File: config.mk
export PLATFORM = sky130hd
export DESIGN_NAME = pipeline_hazard_ctrl_flat
export DESIGN_NICKNAME = d
export VERILOG_FILES = /design/src/rtl/pipeline_hazard_ctrl_pkg.sv /design/src/rtl/pipeline_hazard_ctrl_if.sv /design/src/rtl/pipeline_hazard_ctrl_hazard_fwd_sel.sv /design/src/rtl/pipeline_hazard_ctrl.sv /design/src/flat_wrapper.sv
export SDC_FILE = /design/constraint.sdc
export NUM_CORES = 1
export LEC_CHECK = 0
export ABC_AREA = 1
export CAP_MARGIN = 20
export CORE_ASPECT_RATIO = 1.25
export CORE_UTILIZATION = 33
export CTS_BUF_LIST = sky130_fd_sc_hd__clkbuf_8
export CTS_CLUSTER_SIZE = 12
export DETAILED_ROUTE_END_ITERATION = 7
export GPL_ROUTABILITY_DRIVEN = 0
export PLACE_DENSITY_LB_ADDON = 0.2
export SETUP_SLACK_MARGIN = 0.1
export SYNTH_ARGS = -nofsm -noshare
export SYNTH_HDL_FRONTEND = slang
export SYNTH_SLANG_ARGS = --single-unit
File: constraint.sdc
create_clock -name clk -period 2.76 [get_ports clk]
set_input_delay 0.552 -clock clk [delete_from_list [all_inputs] [get_ports clk]]
set_output_delay 0.552 -clock clk [all_outputs]
set_load 0.005 [all_outputs]
File: src/rtl/pipeline_hazard_ctrl_pkg.sv
// Shared types for the pipeline hazard controller: forwarding selects,
// FSM states and the per-stage destination shadow slot.
package pipeline_hazard_ctrl_pkg;

  localparam int RA_W = 5;

  localparam logic [1:0] FWD_REG   = 2'b00;
  localparam logic [1:0] FWD_EXMEM = 2'b01;
  localparam logic [1:0] FWD_MEMWB = 2'b10;

  typedef enum logic [1:0] {
    ST_RUN      = 2'd0,
    ST_LU_STALL = 2'd1,
    ST_MEM_WAIT = 2'd2
  } state_e;

  typedef struct packed {
    logic            valid;
    logic [RA_W-1:0] rd;
    logic            we;
    logic            load;
  } slot_t;

  // x0 is hardwired, so a slot targeting it never produces a value.
  function automatic logic slot_writes(slot_t s, logic [RA_W-1:0] r);
    return s.valid && s.we && (s.rd == r) && (r != '0);
  endfunction

endpackage

File: src/rtl/pipeline_hazard_ctrl_if.sv
// Decoder/pipeline-side bundle of the hazard controller.
interface pipeline_hazard_ctrl_if #(
  parameter int REG_W = 5,
  parameter int CNT_W = 32
);
  logic             id_valid;
  logic [REG_W-1:0] id_rs1;
  logic [REG_W-1:0] id_rs2;
  logic             id_use_rs1;
  logic             id_use_rs2;
  logic [REG_W-1:0] id_rd;
  logic             id_we;
  logic             id_load;
  logic             ex_branch_taken;
  logic             mem_busy;
  logic             pc_en;
  logic             ifid_en;
  logic             ifid_flush;
  logic             idex_en;
  logic             idex_flush;
  logic             exmem_en;
  logic [1:0]       fwd_a;
  logic [1:0]       fwd_b;
  logic [CNT_W-1:0] stall_cnt;
  logic [CNT_W-1:0] flush_cnt;

  modport master (
    output id_valid, id_rs1, id_rs2, id_use_rs1, id_use_rs2, id_rd, id_we, id_load,
    output ex_branch_taken, mem_busy,
    input  pc_en, ifid_en, ifid_flush, idex_en, idex_flush, exmem_en,
    input  fwd_a, fwd_b, stall_cnt, flush_cnt
  );

  modport slave (
    input  id_valid, id_rs1, id_rs2, id_use_rs1, id_use_rs2, id_rd, id_we, id_load,
    input  ex_branch_taken, mem_busy,
    output pc_en, ifid_en, ifid_flush, idex_en, idex_flush, exmem_en,
    output fwd_a, fwd_b, stall_cnt, flush_cnt
  );
endinterface

File: src/rtl/pipeline_hazard_ctrl_hazard_fwd_sel.sv
// Per-operand forwarding select: the nearest older producer wins.
module hazard_fwd_sel
  import pipeline_hazard_ctrl_pkg::*;
(
  input  logic [RA_W-1:0] rs_i,
  input  logic            use_i,
  input  slot_t           ex_s_i,
  input  slot_t           mem_s_i,
  output logic [1:0]      sel_o
);

  always_comb begin
    sel_o = FWD_REG;
    if (use_i) begin
      if (slot_writes(ex_s_i, rs_i)) begin
        sel_o = FWD_EXMEM;
      end else if (slot_writes(mem_s_i, rs_i)) begin
        sel_o = FWD_MEMWB;
      end
    end
  end

endmodule

File: src/rtl/pipeline_hazard_ctrl.sv
// Hazard controller for the 5-stage RV32I pipeline: load-use stall, branch
// flush, memory freeze, registered EX forwarding selects and event counters.
//
//   state     | meaning
//   RUN       | normal flow
//   LU_STALL  | one bubble inserted behind a load; load now in MEM
//   MEM_WAIT  | data memory busy, whole pipeline frozen
module pipeline_hazard_ctrl
  import pipeline_hazard_ctrl_pkg::*;
#(
  parameter int REG_W = RA_W,
  parameter int CNT_W = 32
) (
  input  logic                  clk,
  input  logic                  reset,
  pipeline_hazard_ctrl_if.slave bus
);

  state_e           state_q, state_d;
  slot_t            ex_q, mem_q, wb_q;
  slot_t            id_slot;
  logic [1:0]       fwd_a_q, fwd_b_q;
  logic [1:0]       sel_a, sel_b;
  logic [CNT_W-1:0] stall_q, flush_q;
  logic             lu;
  logic             bubble;
  logic             stall_evt;
  logic             flush_evt;

  assign id_slot = '{valid: 1'b1, rd: bus.id_rd, we: bus.id_we, load: bus.id_load};

  assign lu = bus.id_valid && ex_q.load &&
              ((bus.id_use_rs1 && slot_writes(ex_q, bus.id_rs1)) ||
               (bus.id_use_rs2 && slot_writes(ex_q, bus.id_rs2)));

  assign bubble    = bus.ex_branch_taken || lu || !bus.id_valid;
  assign stall_evt = lu && !bus.ex_branch_taken && !bus.mem_busy;
  assign flush_evt = bus.ex_branch_taken && !bus.mem_busy;

  hazard_fwd_sel u_sel_a (
    .rs_i    (bus.id_rs1),
    .use_i   (bus.id_use_rs1),
    .ex_s_i  (ex_q),
    .mem_s_i (mem_q),
    .sel_o   (sel_a)
  );

  hazard_fwd_sel u_sel_b (
    .rs_i    (bus.id_rs2),
    .use_i   (bus.id_use_rs2),
    .ex_s_i  (ex_q),
    .mem_s_i (mem_q),
    .sel_o   (sel_b)
  );

  always_ff @(posedge clk or negedge reset) begin
    if (!reset) begin
      state_q <= ST_RUN;
    end else begin
      state_q <= state_d;
    end
  end

  always_comb begin
    state_d        = state_q;
    bus.pc_en      = 1'b1;
    bus.ifid_en    = 1'b1;
    bus.ifid_flush = 1'b0;
    bus.idex_en    = 1'b1;
    bus.idex_flush = 1'b0;
    bus.exmem_en   = 1'b1;

    if (bus.mem_busy) begin
      state_d = ST_MEM_WAIT;
    end else begin
      unique case (state_q)
        ST_RUN:      if (lu && !bus.ex_branch_taken) state_d = ST_LU_STALL;
        ST_LU_STALL: state_d = ST_RUN;
        ST_MEM_WAIT: state_d = ST_RUN;
        default:     state_d = ST_RUN;
      endcase
    end

    // Outputs follow the live inputs; reset low keeps the pipeline flowing.
    if (reset) begin
      if (bus.mem_busy) begin
        bus.pc_en    = 1'b0;
        bus.ifid_en  = 1'b0;
        bus.idex_en  = 1'b0;
        bus.exmem_en = 1'b0;
      end else if (bus.ex_branch_taken) begin
        bus.ifid_flush = 1'b1;
        bus.idex_flush = 1'b1;
      end else if (lu) begin
        bus.pc_en      = 1'b0;
        bus.ifid_en    = 1'b0;
        bus.idex_flush = 1'b1;
      end
    end
  end

  always_ff @(posedge clk or negedge reset) begin
    if (!reset) begin
      ex_q    <= '0;
      mem_q   <= '0;
      wb_q    <= '0;
      fwd_a_q <= FWD_REG;
      fwd_b_q <= FWD_REG;
    end else if (!bus.mem_busy) begin
      wb_q    <= mem_q;
      mem_q   <= ex_q;
      ex_q    <= bubble ? slot_t'('0) : id_slot;
      fwd_a_q <= bubble ? FWD_REG : sel_a;
      fwd_b_q <= bubble ? FWD_REG : sel_b;
    end
  end

  always_ff @(posedge clk or negedge reset) begin
    if (!reset) begin
      stall_q <= '0;
      flush_q <= '0;
    end else begin
      if (stall_evt && (stall_q != '1)) stall_q <= stall_q + CNT_W'(1);
      if (flush_evt && (flush_q != '1)) flush_q <= flush_q + CNT_W'(1);
    end
  end

  assign bus.fwd_a     = fwd_a_q;
  assign bus.fwd_b     = fwd_b_q;
  assign bus.stall_cnt = stall_q;
  assign bus.flush_cnt = flush_q;

  // The stalling load has reached MEM, so a second load-use here is impossible.
  a_no_double_lu: assert property (@(posedge clk) disable iff (!reset)
    !(state_q == ST_LU_STALL && lu));

  a_load_drains: assert property (@(posedge clk) disable iff (!reset)
    (state_q == ST_LU_STALL && !bus.mem_busy) |=> (wb_q.valid && wb_q.load));

endmodule
File: src/flat_wrapper.sv
// flat-port wrapper written by rule: the top's interface ports become plain ports
module pipeline_hazard_ctrl_flat import pipeline_hazard_ctrl_pkg::*;
#(
  parameter int REG_W = RA_W,
  parameter int CNT_W = 32
)
  (clk, reset, bus_id_valid, bus_id_rs1, bus_id_rs2, bus_id_use_rs1, bus_id_use_rs2, bus_id_rd, bus_id_we, bus_id_load, bus_ex_branch_taken, bus_mem_busy, bus_pc_en, bus_ifid_en, bus_ifid_flush, bus_idex_en, bus_idex_flush, bus_exmem_en, bus_fwd_a, bus_fwd_b, bus_stall_cnt, bus_flush_cnt);
  pipeline_hazard_ctrl_if #(.REG_W(REG_W), .CNT_W(CNT_W)) bus_i ();
  input  logic clk;
  input  logic reset;
  input wire logic [$bits(bus_i.id_valid)-1:0] bus_id_valid;
  input wire logic [$bits(bus_i.id_rs1)-1:0] bus_id_rs1;
  input wire logic [$bits(bus_i.id_rs2)-1:0] bus_id_rs2;
  input wire logic [$bits(bus_i.id_use_rs1)-1:0] bus_id_use_rs1;
  input wire logic [$bits(bus_i.id_use_rs2)-1:0] bus_id_use_rs2;
  input wire logic [$bits(bus_i.id_rd)-1:0] bus_id_rd;
  input wire logic [$bits(bus_i.id_we)-1:0] bus_id_we;
  input wire logic [$bits(bus_i.id_load)-1:0] bus_id_load;
  input wire logic [$bits(bus_i.ex_branch_taken)-1:0] bus_ex_branch_taken;
  input wire logic [$bits(bus_i.mem_busy)-1:0] bus_mem_busy;
  output wire logic [$bits(bus_i.pc_en)-1:0] bus_pc_en;
  output wire logic [$bits(bus_i.ifid_en)-1:0] bus_ifid_en;
  output wire logic [$bits(bus_i.ifid_flush)-1:0] bus_ifid_flush;
  output wire logic [$bits(bus_i.idex_en)-1:0] bus_idex_en;
  output wire logic [$bits(bus_i.idex_flush)-1:0] bus_idex_flush;
  output wire logic [$bits(bus_i.exmem_en)-1:0] bus_exmem_en;
  output wire logic [$bits(bus_i.fwd_a)-1:0] bus_fwd_a;
  output wire logic [$bits(bus_i.fwd_b)-1:0] bus_fwd_b;
  output wire logic [$bits(bus_i.stall_cnt)-1:0] bus_stall_cnt;
  output wire logic [$bits(bus_i.flush_cnt)-1:0] bus_flush_cnt;
  assign bus_i.id_valid = bus_id_valid;
  assign bus_i.id_rs1 = bus_id_rs1;
  assign bus_i.id_rs2 = bus_id_rs2;
  assign bus_i.id_use_rs1 = bus_id_use_rs1;
  assign bus_i.id_use_rs2 = bus_id_use_rs2;
  assign bus_i.id_rd = bus_id_rd;
  assign bus_i.id_we = bus_id_we;
  assign bus_i.id_load = bus_id_load;
  assign bus_i.ex_branch_taken = bus_ex_branch_taken;
  assign bus_i.mem_busy = bus_mem_busy;
  assign bus_pc_en = bus_i.pc_en;
  assign bus_ifid_en = bus_i.ifid_en;
  assign bus_ifid_flush = bus_i.ifid_flush;
  assign bus_idex_en = bus_i.idex_en;
  assign bus_idex_flush = bus_i.idex_flush;
  assign bus_exmem_en = bus_i.exmem_en;
  assign bus_fwd_a = bus_i.fwd_a;
  assign bus_fwd_b = bus_i.fwd_b;
  assign bus_stall_cnt = bus_i.stall_cnt;
  assign bus_flush_cnt = bus_i.flush_cnt;
  pipeline_hazard_ctrl #(.REG_W(REG_W), .CNT_W(CNT_W)) u_core (.clk(clk), .reset(reset), .bus(bus_i));
endmodule
==> run_results.csv <==
group,metric,value,unit
drt,drtIter0Drc,261,
timing,max_freq,388,MHz
worst_setup_path,reg2reg_depth,10,
drt,vias_per_cell,4.69,
clocking,cts_root_buf,"clkbuf_8",
yosys,synth_flop_cell,"dfrtp_1",
worst_setup_path,critPathKind,"input pin to primary output",
global_routing,grt_use_total,0.187,
worst_setup_path,max_stage_delay,0.55,ns
pwr,leakagePower,3.55,nW
clocking,cts.clk_slew.worst_paths,0.08,ns
place,dp_hpwl,10.9,mm
place,io_buffer_count,97,
die,io_pins,98,
cells_and_area,num-fill-cells,1659,
drt,routed_wl,14.3,mm
worst_setup_path,cp_max_fo,12,
global_routing,antenna_found_initial,0,
timing,drv_slew,0,
yosys,async_flop_share,1.00,
worst_setup_path,crit_arrival,2.03,ns
timing,rsz0062_at_grt,"no",
yosys,seq_area_frac_synth,0.390,
die,placement_rows,51,
pwr,ir_worst_vdd,0.223,mV
worst_setup_path,r2r_start,"u_core.bus.stall_cnt[0]",
drt,wire_per_inst,13.5,um
timing,worstMarginPinSlew,0.648,ns
run_status,status,"complete, no violations",
global_routing,grt_max_degree,50,
cells_and_area,antenna-diode-count,0,
pwr,design_power_total,2.80,mW
die,die_w,116,um
global_routing,grt_pass1_wl,23.9,mm
cells_and_area,syn_to_final_growth,31.1,%
worst_hold_path,hold_start,"u_core.bus.fwd_b[1]",
worst_hold_path,min_path_type,"register to register",
yosys,syn_avg_cell_area,7.38,sq um
worst_setup_path,worstPathRequired,2.21,ns
clocking,cts_buffer_depth,2,
timing,tns,0,ns
timing,min_period,2.58,ns
clocking,cts_tree,"built",
timing,setup_violations,0,
yosys,synth.top_cell.area_share,0.390,
place,placed_area,6670,sq um
timing,relSlewSlack,0.568,
cells_and_area,seqCellArea,2080,sq um
drt,antenna_left,0,
yosys,ys_seq_elements,83,
die,dieArea,16600,sq um
yosys,synth_area,5320,sq um
global_routing,overflow,0,
cells_and_area,nNetsFinal,871,
drt,drc,0,
timing,finClkSkew,0.00800,ns
yosys,synth_nets,747,
die,core,15700,sq um
clocking,clock-sinks,83,
worst_setup_path,critPathSlowestCell,"dlygate4sd3_1",
clocking,clk_latency,0.37,ns
die,die_h,144,um
die,start_util,0.339,
drt,drt-pass1-iter-count,6,
yosys,synth_area_leader_cell,"dfrtp_1",
cells_and_area,multi_input_comb_area,2700,sq um
worst_setup_path,crit_start,"reset",
drt,vias,4974,
yosys,synth_edf_count,0,
clocking,h-tree-depth,3,
worst_setup_path,cp_cell_sequence,"dlygate4sd3_1, buf_6, inv_1, nor3_1, clkdlybuf4s50_1",
worst_setup_path,end_kind,"primary output",
yosys,yosys_warnings,0,
cells_and_area,post-route-util,0.444,
yosys,yosysUniqueCellTypes,39,
global_routing,grt_pass1_vias,4856,
cells_and_area,drive_above_1_share,0.126,
pwr,p_per_area,402,nW/um^2
yosys,synthTopCellsByArea,"dfrtp_1 (39%), nand2_1 (15%), inv_1 (7.5%)",
timing,final_hold_viol_count,0,
flow_run,drv_cap,0,
cells_and_area,final_cell_area,6980,sq um
clocking,cts-buffers-inserted,9,
worst_setup_path,worstSetupStartpointType,"input pin",
timing,post-route-period-util,0.934,
worst_hold_path,hold_path_depth,2,
yosys,netlist_instances,721,
## flip-flops by register name (all words and copies together) (netlist names)
signal / flops
u_core.bus.flush_cnt: 32
u_core.bus.fwd_a: 2
u_core.bus.fwd_b: 2
u_core.bus.stall_cnt: 32
u_core.ex_q: 8
u_core.mem_q: 7
## synth_stat cells (14+ instances only)
| cell | count |
|---|---|
| o21bai_1 | 34 |
| nand3_1 | 46 |
| nand3_2 | 22 |
| nand4_1 | 15 |
| o21ai_0 | 17 |
| xor2_1 | 25 |
| nand2_1 | 207 |
| xnor2_1 | 14 |
| dfrtp_1 | 83 |
| inv_1 | 106 |
| nor2_1 | 58 |
| nor3_1 | 22 |
## layer usage
metal,track usage,wire [um],vias up,share of wire
met2,0.332,7270,95,0.51
met3,0.0339,519,18,0.036
li1,-,-,2505,-
met1,0.225,6300,2356,0.44
met5,0,0,-,0
met4,0.0677,245,0,0.017
## worst paths after layout
check | slack (ns) | end
setup reg to reg | 0.67 | u_core.bus.stall_cnt[19]
max in group asynchronous | 0.92 | u_core.bus.flush_cnt[14]
min in group asynchronous | 0.56 | u_core.ex_q[3]
setup / recovery | 0.18 | bus_ifid_flush
hold / removal | 0.48 | u_core.bus.fwd_b[1]
hold reg to reg | 0.48 | u_core.bus.fwd_b[1]
## cell type report
cell class / instances / area share
clock inverter: 6 / 0.0151
inverter: 117 / 0.0630
sequential: 83 / 0.298
tap: 212 / 0.0380
clock buffer: 9 / 0.0178
timing repair buffer: 131 / 0.182
multi-input combinational: 503 / 0.387
## kinds of logic after synthesis
family | share of synthesized area
DFF | 0.390
adders and majority gates | 0.00470
buffers and inverters | 0.106
AOI/OAI and AO/OA | 0.0776
xor gates and xnor gates | 0.0642
and+or+nand+nor | 0.357
## worst max-delay path, delay by kind of cell
kind,cells,cell delay (ns)
buffers and inverters,4,1.33
and+or+nand+nor,1,0.14
## power by group
group | switching, mW | total, mW | internal, mW
sequential | 0.0823 | 1.36 | 1.28
combinational | 0.175 | 0.383 | 0.208
clock | 0.463 | 1.06 | 0.592
total | 0.721 | 2.80 | 2.08
## stage by stage
step / hold slack [ns] / worst slack, ns / std cells
after detailed placement: 0.405 / -0.202 / 1041
after floorplan: 0.256 / 0.745 / 721
after global placement: 0.405 / -0.178 / 1041
final: 0.481 / 0.183 / 1061
after CTS: 0.489 / 0.126 / 1059
after global routing: 0.506 / 0.103 / 1061
## cells in the final DEF (no fill, tap or decap), drive strengths merged
master and count:
nand2 209, inv 116, clkdlybuf4s50 83, dfrtp 83
nand3 69, nor2 66, buf 35, o21bai 34
nor3 27, xor2 25, o21ai 24, nand4 16
xnor2 14, clkbuf 9, dlymetal6s2s 9, nand3b 5
clkinv 4, bufinv 3, dlygate4sd2 3, a21oi 3
nor4 2, ha 2, nor3b 2, or2 1
a21boi 1, and2 1, o211ai 1, and3 1
dlygate4sd3 1
## repair_timing
| action | 4_1_cts | 5_1_grt |
|---|---|---|
| resized for setup | 10 | 13 |
| hold endpoints to repair | 8 | 0 |
| buffers inserted | 2 | 2 |
| hold buffers | 1 | 0 |
| pin swaps | 4 | 6 |
| gates cloned | 0 | 0 |
| setup endpoints to repair | 3 | 4 |
Note: power is estimated with default switching activity, not from simulation.
